--- config.mk ---
export PLATFORM = sky130hd
export DESIGN_NAME = ram_port_master
export DESIGN_NICKNAME = d
export VERILOG_FILES = /design/src/rtl/ram_port_master.sv
export SDC_FILE = /design/constraint.sdc
export NUM_CORES = 1
export LEC_CHECK = 0
export CAP_MARGIN = 20
export CORE_MARGIN = 3
export CORE_UTILIZATION = 42
export CTS_CLUSTER_SIZE = 25
export DETAILED_ROUTE_END_ITERATION = 6
export DONT_BUFFER_PORTS = 1
export MAX_ROUTING_LAYER = met4
export PLACE_DENSITY = 0.63
export REMOVE_ABC_BUFFERS = 1
export SETUP_SLACK_MARGIN = 0.05
export SYNTH_ARGS = -nofsm -noshare
export SYNTH_HDL_FRONTEND = slang
export SYNTH_SLANG_ARGS = --single-unit
--- constraint.sdc ---
create_clock -name clk -period 4.1 [get_ports clk]
set_clock_uncertainty 0.05 [all_clocks]
set_input_delay 0.205 -clock clk [delete_from_list [all_inputs] [get_ports clk]]
set_output_delay 0.205 -clock clk [all_outputs]
set_load 0.1 [all_outputs]
--- src/rtl/ram_port_master.sv ---
// ram_port_master: burst read/write sequencer for one dual-port RAM port with read-latency-aligned return data
module ram_port_master #(
  parameter int AW = 9,
  parameter int DW = 8,
  parameter int DEPTH = 512,
  parameter int LW = 4,
  parameter int RD_LAT = 1
) (
  input  logic          clk,
  input  logic          rst,
  input  logic          cmd_valid,
  output logic          cmd_ready,
  input  logic          cmd_write,
  input  logic [AW-1:0] cmd_addr,
  input  logic [LW-1:0] cmd_len,
  input  logic          wd_valid,
  output logic          wd_ready,
  input  logic [DW-1:0] wd_data,
  output logic          rd_valid,
  output logic [DW-1:0] rd_data,
  output logic          rd_last,
  output logic          done,
  output logic          err,
  output logic          wren,
  output logic          rden,
  output logic [AW-1:0] address,
  output logic [DW-1:0] data,
  input  logic [DW-1:0] q
);
  typedef enum logic [2:0] {IDLE, WRITE, READ, DRAIN, DONE} state_t;
  localparam logic [AW:0] depth_w = (AW+1)'(DEPTH);
  localparam logic [AW-1:0] top = AW'(DEPTH-1);
  state_t state;
  logic [AW-1:0] cur_addr;
  logic [LW-1:0] cnt;
  logic [RD_LAT:0] vld, lst;
  function automatic logic [AW-1:0] nxt(input logic [AW-1:0] a);
    return a == top ? '0 : a + 1'b1;
  endfunction
  always_ff @(posedge clk) begin
    if (rst) begin
      state <= IDLE;
      cmd_ready <= 1'b1;
      wd_ready <= 1'b0;
      rd_valid <= 1'b0;
      rd_data <= '0;
      rd_last <= 1'b0;
      done <= 1'b0;
      err <= 1'b0;
      wren <= 1'b0;
      rden <= 1'b0;
      address <= '0;
      data <= '0;
      cur_addr <= '0;
      cnt <= '0;
      vld <= '0;
      lst <= '0;
    end else begin
      wren <= 1'b0;
      rden <= 1'b0;
      done <= 1'b0;
      err <= 1'b0;
      vld <= {vld[RD_LAT-1:0], 1'b0};
      lst <= {lst[RD_LAT-1:0], 1'b0};
      rd_valid <= vld[RD_LAT];
      rd_last <= lst[RD_LAT];
      if (vld[RD_LAT]) rd_data <= q;
      case (state)
        IDLE: if (cmd_valid) begin
          cmd_ready <= 1'b0;
          cnt <= cmd_len;
          if ({1'b0, cmd_addr} >= depth_w) begin
            state <= DONE;
            done <= 1'b1;
            err <= 1'b1;
          end else if (cmd_write) begin
            state <= WRITE;
            wd_ready <= 1'b1;
            cur_addr <= cmd_addr;
          end else begin
            state <= READ;
            rden <= 1'b1;
            address <= cmd_addr;
            cur_addr <= nxt(cmd_addr);
            vld[0] <= 1'b1;
            lst[0] <= cmd_len == '0;
          end
        end
        WRITE: if (wd_valid) begin
          wren <= 1'b1;
          address <= cur_addr;
          data <= wd_data;
          cur_addr <= nxt(cur_addr);
          cnt <= cnt - 1'b1;
          if (cnt == '0) begin
            wd_ready <= 1'b0;
            state <= DRAIN;
          end
        end
        READ: if (cnt == '0) begin
          state <= DRAIN;
        end else begin
          rden <= 1'b1;
          address <= cur_addr;
          cur_addr <= nxt(cur_addr);
          cnt <= cnt - 1'b1;
          vld[0] <= 1'b1;
          lst[0] <= cnt == LW'(1);
        end
        DRAIN: if (vld == '0) begin
          state <= DONE;
          done <= 1'b1;
        end
        DONE: begin
          state <= IDLE;
          cmd_ready <= 1'b1;
        end
        default: state <= IDLE;
      endcase
    end
  end
endmodule

Yosys cells after proc, flatten, opt, wreduce, memory -nomap -nowiden

Index checks and enable logic that the tools add are counted.

Bits in registers: 52
Bits of input ports: 34
Output and inout bits: 33
Word-level logic and storage cells: 88

Add/subtract/negate cells: 3
Equality and inequality tests: 14
Mux-type cells: 39
Bitwise operators: 2
Reductions and logical operators: 15

Operators by type and width:

| operator                                             | count |
|---|---|
| 2-to-1 mux 9 bit                                     | 10 |
| one-hot mux 9 bit (3 select lines)                   | 2 |
| adder 9 x 1 -> 9 bit (second input constant)         | 2 |
| equality test 9 bit (second input constant)          | 2 |
| != test 2 bit (second input constant)                | 7 |
| 2-to-1 mux 1 bit                                     | 13 |
| 2-to-1 mux 3 bit                                     | 4 |
| 2-to-1 mux 4 bit                                     | 3 |
| one-hot mux 3 bit (4 select lines)                   | 1 |
| one-hot mux 4 bit (3 select lines)                   | 1 |
| AND reduction 5 bit                                  | 2 |
| zero test 4 bit                                      | 2 |
| one-hot mux 1 bit (2 select lines)                   | 4 |
| equality test 3 x 2 -> 1 bit (second input constant) | 2 |
| equality test 4 x 1 -> 1 bit (second input constant) | 1 |
| AND reduction 2 bit                                  | 2 |
| AND reduction 4 bit                                  | 1 |
| nonzero test 2 bit                                   | 2 |
| OR reduction 2 bit                                   | 2 |
| subtractor 4 x 1 -> 4 bit (second input constant)    | 1 |
| equality test 3 x 1 -> 1 bit (second input constant) | 1 |
| equality test 3 bit (second input constant)          | 1 |
| zero test 3 bit                                      | 1 |
| AND reduction 3 bit                                  | 1 |
| 4 further kinds                                      | 5 |

Logic depth before layout (Yosys ltp)

Depth in word-level cells: 5
Mapped depth: 10
Depth with buffers taken out: 9

Worst setup path after synthesis

No wires, ideal clock.

Path kind: flip-flop to flip-flop
Start point: register cur_addr[0]
End point: register cur_addr[6]
Library setup time: 0.071 ns
Arrival time: 2.193 ns
Data required time: 3.979 ns
Setup slack: 1.786 ns
Stages on the path, launching flop included: 11
Buffers on the path: 1
Clock period less this slack: 2.314 ns
Cells stage by stage: dfxtp_1 ha_1 and3_1 and3_1 and3_1 ha_1 or3_1 clkbuf_1 nor4b_1 a21oi_1 o2bb2ai_1

Cells in the longest elaborated chain, start to end: 4
Elaborated cells on any way between the ends: 6
Classes of those cells: add/sub (1); eq/ne (1); mux (4)

Ends and longest elaborated chain:

| item                                                               | line    | source |
|---|---|---|
| start, declared                                                    | 34      | `logic [AW-1:0] cur_addr;` |
| start signal, assigned                                             | 79      | `cur_addr <= cmd_addr;` |
| start signal, assigned                                             | 84      | `cur_addr <= nxt(cmd_addr);` |
| start signal, assigned                                             | 93      | `cur_addr <= nxt(cur_addr);` |
| adder 9 x 1 -> 9 bit / equality test 9 bit (equally long branches) | 38      | `return a == top ? '0 : a + 1'b1;` |
| 2-to-1 mux 9 bit (*)                                               | 38      |  |
| 2-to-1 mux 9 bit (on tied branches)                                | 100, 89 |  |
| one-hot mux 9 bit (3 select lines) (*)                             | 68      | `case (state)` |

Mark *: on every way between the ends. The rest lies on a longest branch, timed or not. The select of a mux whose other input is x is not followed.
A chain may end at the register's enable or synchronous reset.

Final worst setup path

Same ends and word-level chain as after synthesis.

==> qor.csv <==
stage,metric,value,unit
status,status,completed,
sta,max_freq,401,MHz
clock_tree,htree_num_levels,2,
final_layout,area_delta_synth_final,12.7,%
clock_tree,cts.reportedPaths.clkPinSlew,0.10,ns
floorplanning,die_w,83.5,um
synthesis,synth_cells,303,
power_and_ir_drop,leakage,1.03,nW
sta,final_hold_viol_count,0,
sta,slew_viol_final,0,
floorplanning,design.portCount,67,
synthesis,ys_async_sr_fraction,0,%
critical_path,crit_required,4.29,ns
clock_tree,root_buffer,clkbuf_8,
synthesis,synth_top_cell_by_area,dfxtp_1,
final_layout,fin_util,50.3,%
sta,tns,0,ns
placed_design,place_inst,357,
detailed_routing,wire_per_inst,15.8,um
synthesis,synthTopCellsByArea,"dfxtp_1 (41%), nand2_1 (6.9%), nor2_1 (5.7%), ha_1 (4.0%), mux2i_1 (3.6%)",
placed_design,gp_congestion,0.932,
floorplanning,start_util,44.7,%
synthesis,synth_edf_count,0,
final_layout,final_cells,386,
global_routing,antenna_found_initial,0,
final_layout,final_nets,355,
hold_path,hold_class,in -> reg,
floorplanning,fp.dieH,83.5,um
global_routing,grt_pass1_vias,2027,
clock_tree,cts_tree,built,
sta,setup_viol,0,
power_and_ir_drop,ir_drop,0.000256,V
synthesis,synth.avg_cell_area,8.32,um2
placed_design,hpwl,4.08,mm
detailed_routing,viasPerCell,5.67,
synthesis,yosys_warnings,0,
floorplanning,dieArea,6970,um2
synthesis,ys_types,50,
clock_tree,cts_buffers,5,
synthesis,synth_ff_type,dfxtp_1,
placed_design,io_buffers,0,
detailed_routing,drc,0,
synthesis,synth_commonest_cells,"dfxtp_1 (51), nand2_1 (46), nor2_1 (38), a21oi_1 (16), o21ai_0 (14)",
critical_path,crit_path_end_kind,register,
sta,slew_headroom,34.1,%
final_layout,stdcell_area,2840,um2
final_layout,layout-drive-gt1-share,4.78,%
clock_tree,clk-insertion-delay-late,0.30,ns
synthesis,yosysTopAreaCellShare,40.5,%
final_layout,antenna_cells,0,
global_routing,gr-total-overflow,0,
power_and_ir_drop,p_total,1.84,mW
power_and_ir_drop,p_per_area,648,nW/um2
sta,fin_crit,2.50,ns
synthesis,ys_seq_elements,51,
sta,rsz0062_at_grt,no,
critical_path,startpoint_type,register,
detailed_routing,dr_total_vias,2188,
run,cap_violations,0,
clock_tree,cts.path.max_buffers,2,
global_routing,grt_pass1_wl,9.97,mm
sta,layout_setup_ws,1.60,ns
detailed_routing,drtAntennaViolNets,0,
critical_path,cp_data_arrival_time,2.69,ns
detailed_routing,dr.pass1.iters,4,
placed_design,post-place-ws,1.66,ns
synthesis,synth_seq_area_share,40.5,%
sta,tightest_slew,0.987,ns
clock_tree,cts_sinks,51,
synthesis,post-synth-top-count-cell,dfxtp_1,
critical_path,path_max_fanout,9,
global_routing,grt_max_degree,44,
synthesis,synth_area,2520,um2
detailed_routing,wirelength,6.08,mm
floorplanning,fp-row-count,27,
critical_path,crit_type,reg -> reg,
placed_design,place_area,2520,um2
global_routing,track_usage,17.5,%
sta,fin_crit_sh,60.9,%
detailed_routing,drt-initial-drc-count,139,
sta,timing.hold.ws,0.00664,ns
clock_tree,cts_setup_buffers,0,
floorplanning,core,5640,um2
-- final cells by class --
class,count,area (um2)
Timing Repair Buffer,21,220
Fill cell,537,2800
Tap cell,72,90.1
Multi-Input combinational cell,227,1390
Inverter,7,26.3
Sequential cell,51,1020
Clock buffer,5,68.8
Clock inverter,3,25.0
-- layout by cell type, fill, tap and decap left out, types with 8 or more instances in the layout --
master         instances
dfxtp_1               51
nand2_1               46
nor2_1                38
dlygate4sd3_1         20
a21oi_1               16
o21ai_0               14
nand3_1               12
mux2i_1                9
nor3_1                 8
a311oi_1               8
ha_1                   8
-- path summary, 6_finish.rpt --
| path | startpoint | to | slack (ns) | depth (start not counted) |
|---|---|---|---|---|
| worst max register to register | cur_addr[0] | cur_addr[6] | 1.60 | 9 |
| worst min register to register | lst[1] | rd_last | 0.39 | 1 |
| worst max-delay path | cur_addr[0] | cur_addr[6] | 1.60 | 9 |
| worst min-delay path | cmd_addr[8] | address[8] | 0.007 | 2 |
-- worst max-delay path, cell delays in order, from the launching register on --
cell	delay, ns
dfxtp_1	0.37
ha_1	0.26
and3_1	0.20
and3_1	0.20
and3_1	0.20
ha_1	0.19
or3_1	0.48
nor4b_1	0.28
a21oi_1	0.07
o2bb2ai_1	0.13
-- registers in the layout, indices dropped and copies added, names as in the netlist --
name,flops
cnt,4
rd_data,8
data,8
lst,2
vld,2
rd_valid,1
done,1
cur_addr,9
state,3
wren,1
wd_ready,1
rd_last,1
cmd_ready,1
address,9
-- where the power goes --
group          internal [mW]  switching [mW]  total (mW)
clock network          0.125           0.179       0.303
registers              0.588           0.444        1.03
logic                  0.200           0.304       0.504
-- repair_timing --
| action | 4_1_cts | 5_1_grt |
|---|---|---|
| endpoints found under the hold margin | 43 | 0 |
| hold buffers | 21 | 0 |
| resized for setup | 0 | 0 |
-- layer usage --
layer | GRT usage [%] | routed length (um) | up-vias | share of wire, %
li1 | - | - | 1098 | -
met5 | - | 0 | - | 0
met4 | 3.51 | 24 | 0 | 0.39
met2 | 28.1 | 2800 | 69 | 46
met3 | 4.54 | 414 | 2 | 6.8
met1 | 22.5 | 2850 | 1019 | 47
-- kinds of logic after synthesis --
logic type      Yosys count  share of synthesized area (%)
compound gates           70                           20.6
flops                    51                           40.5
fa+ha+maj                 8                           3.97
other cells               1                          0.149
mux                      10                           4.02
xor+xnor                  7                           2.43
simple gates            131                           23.9
buf+inv                  25                           4.42
No activity file was read; power rests on OpenSTA's default activity.
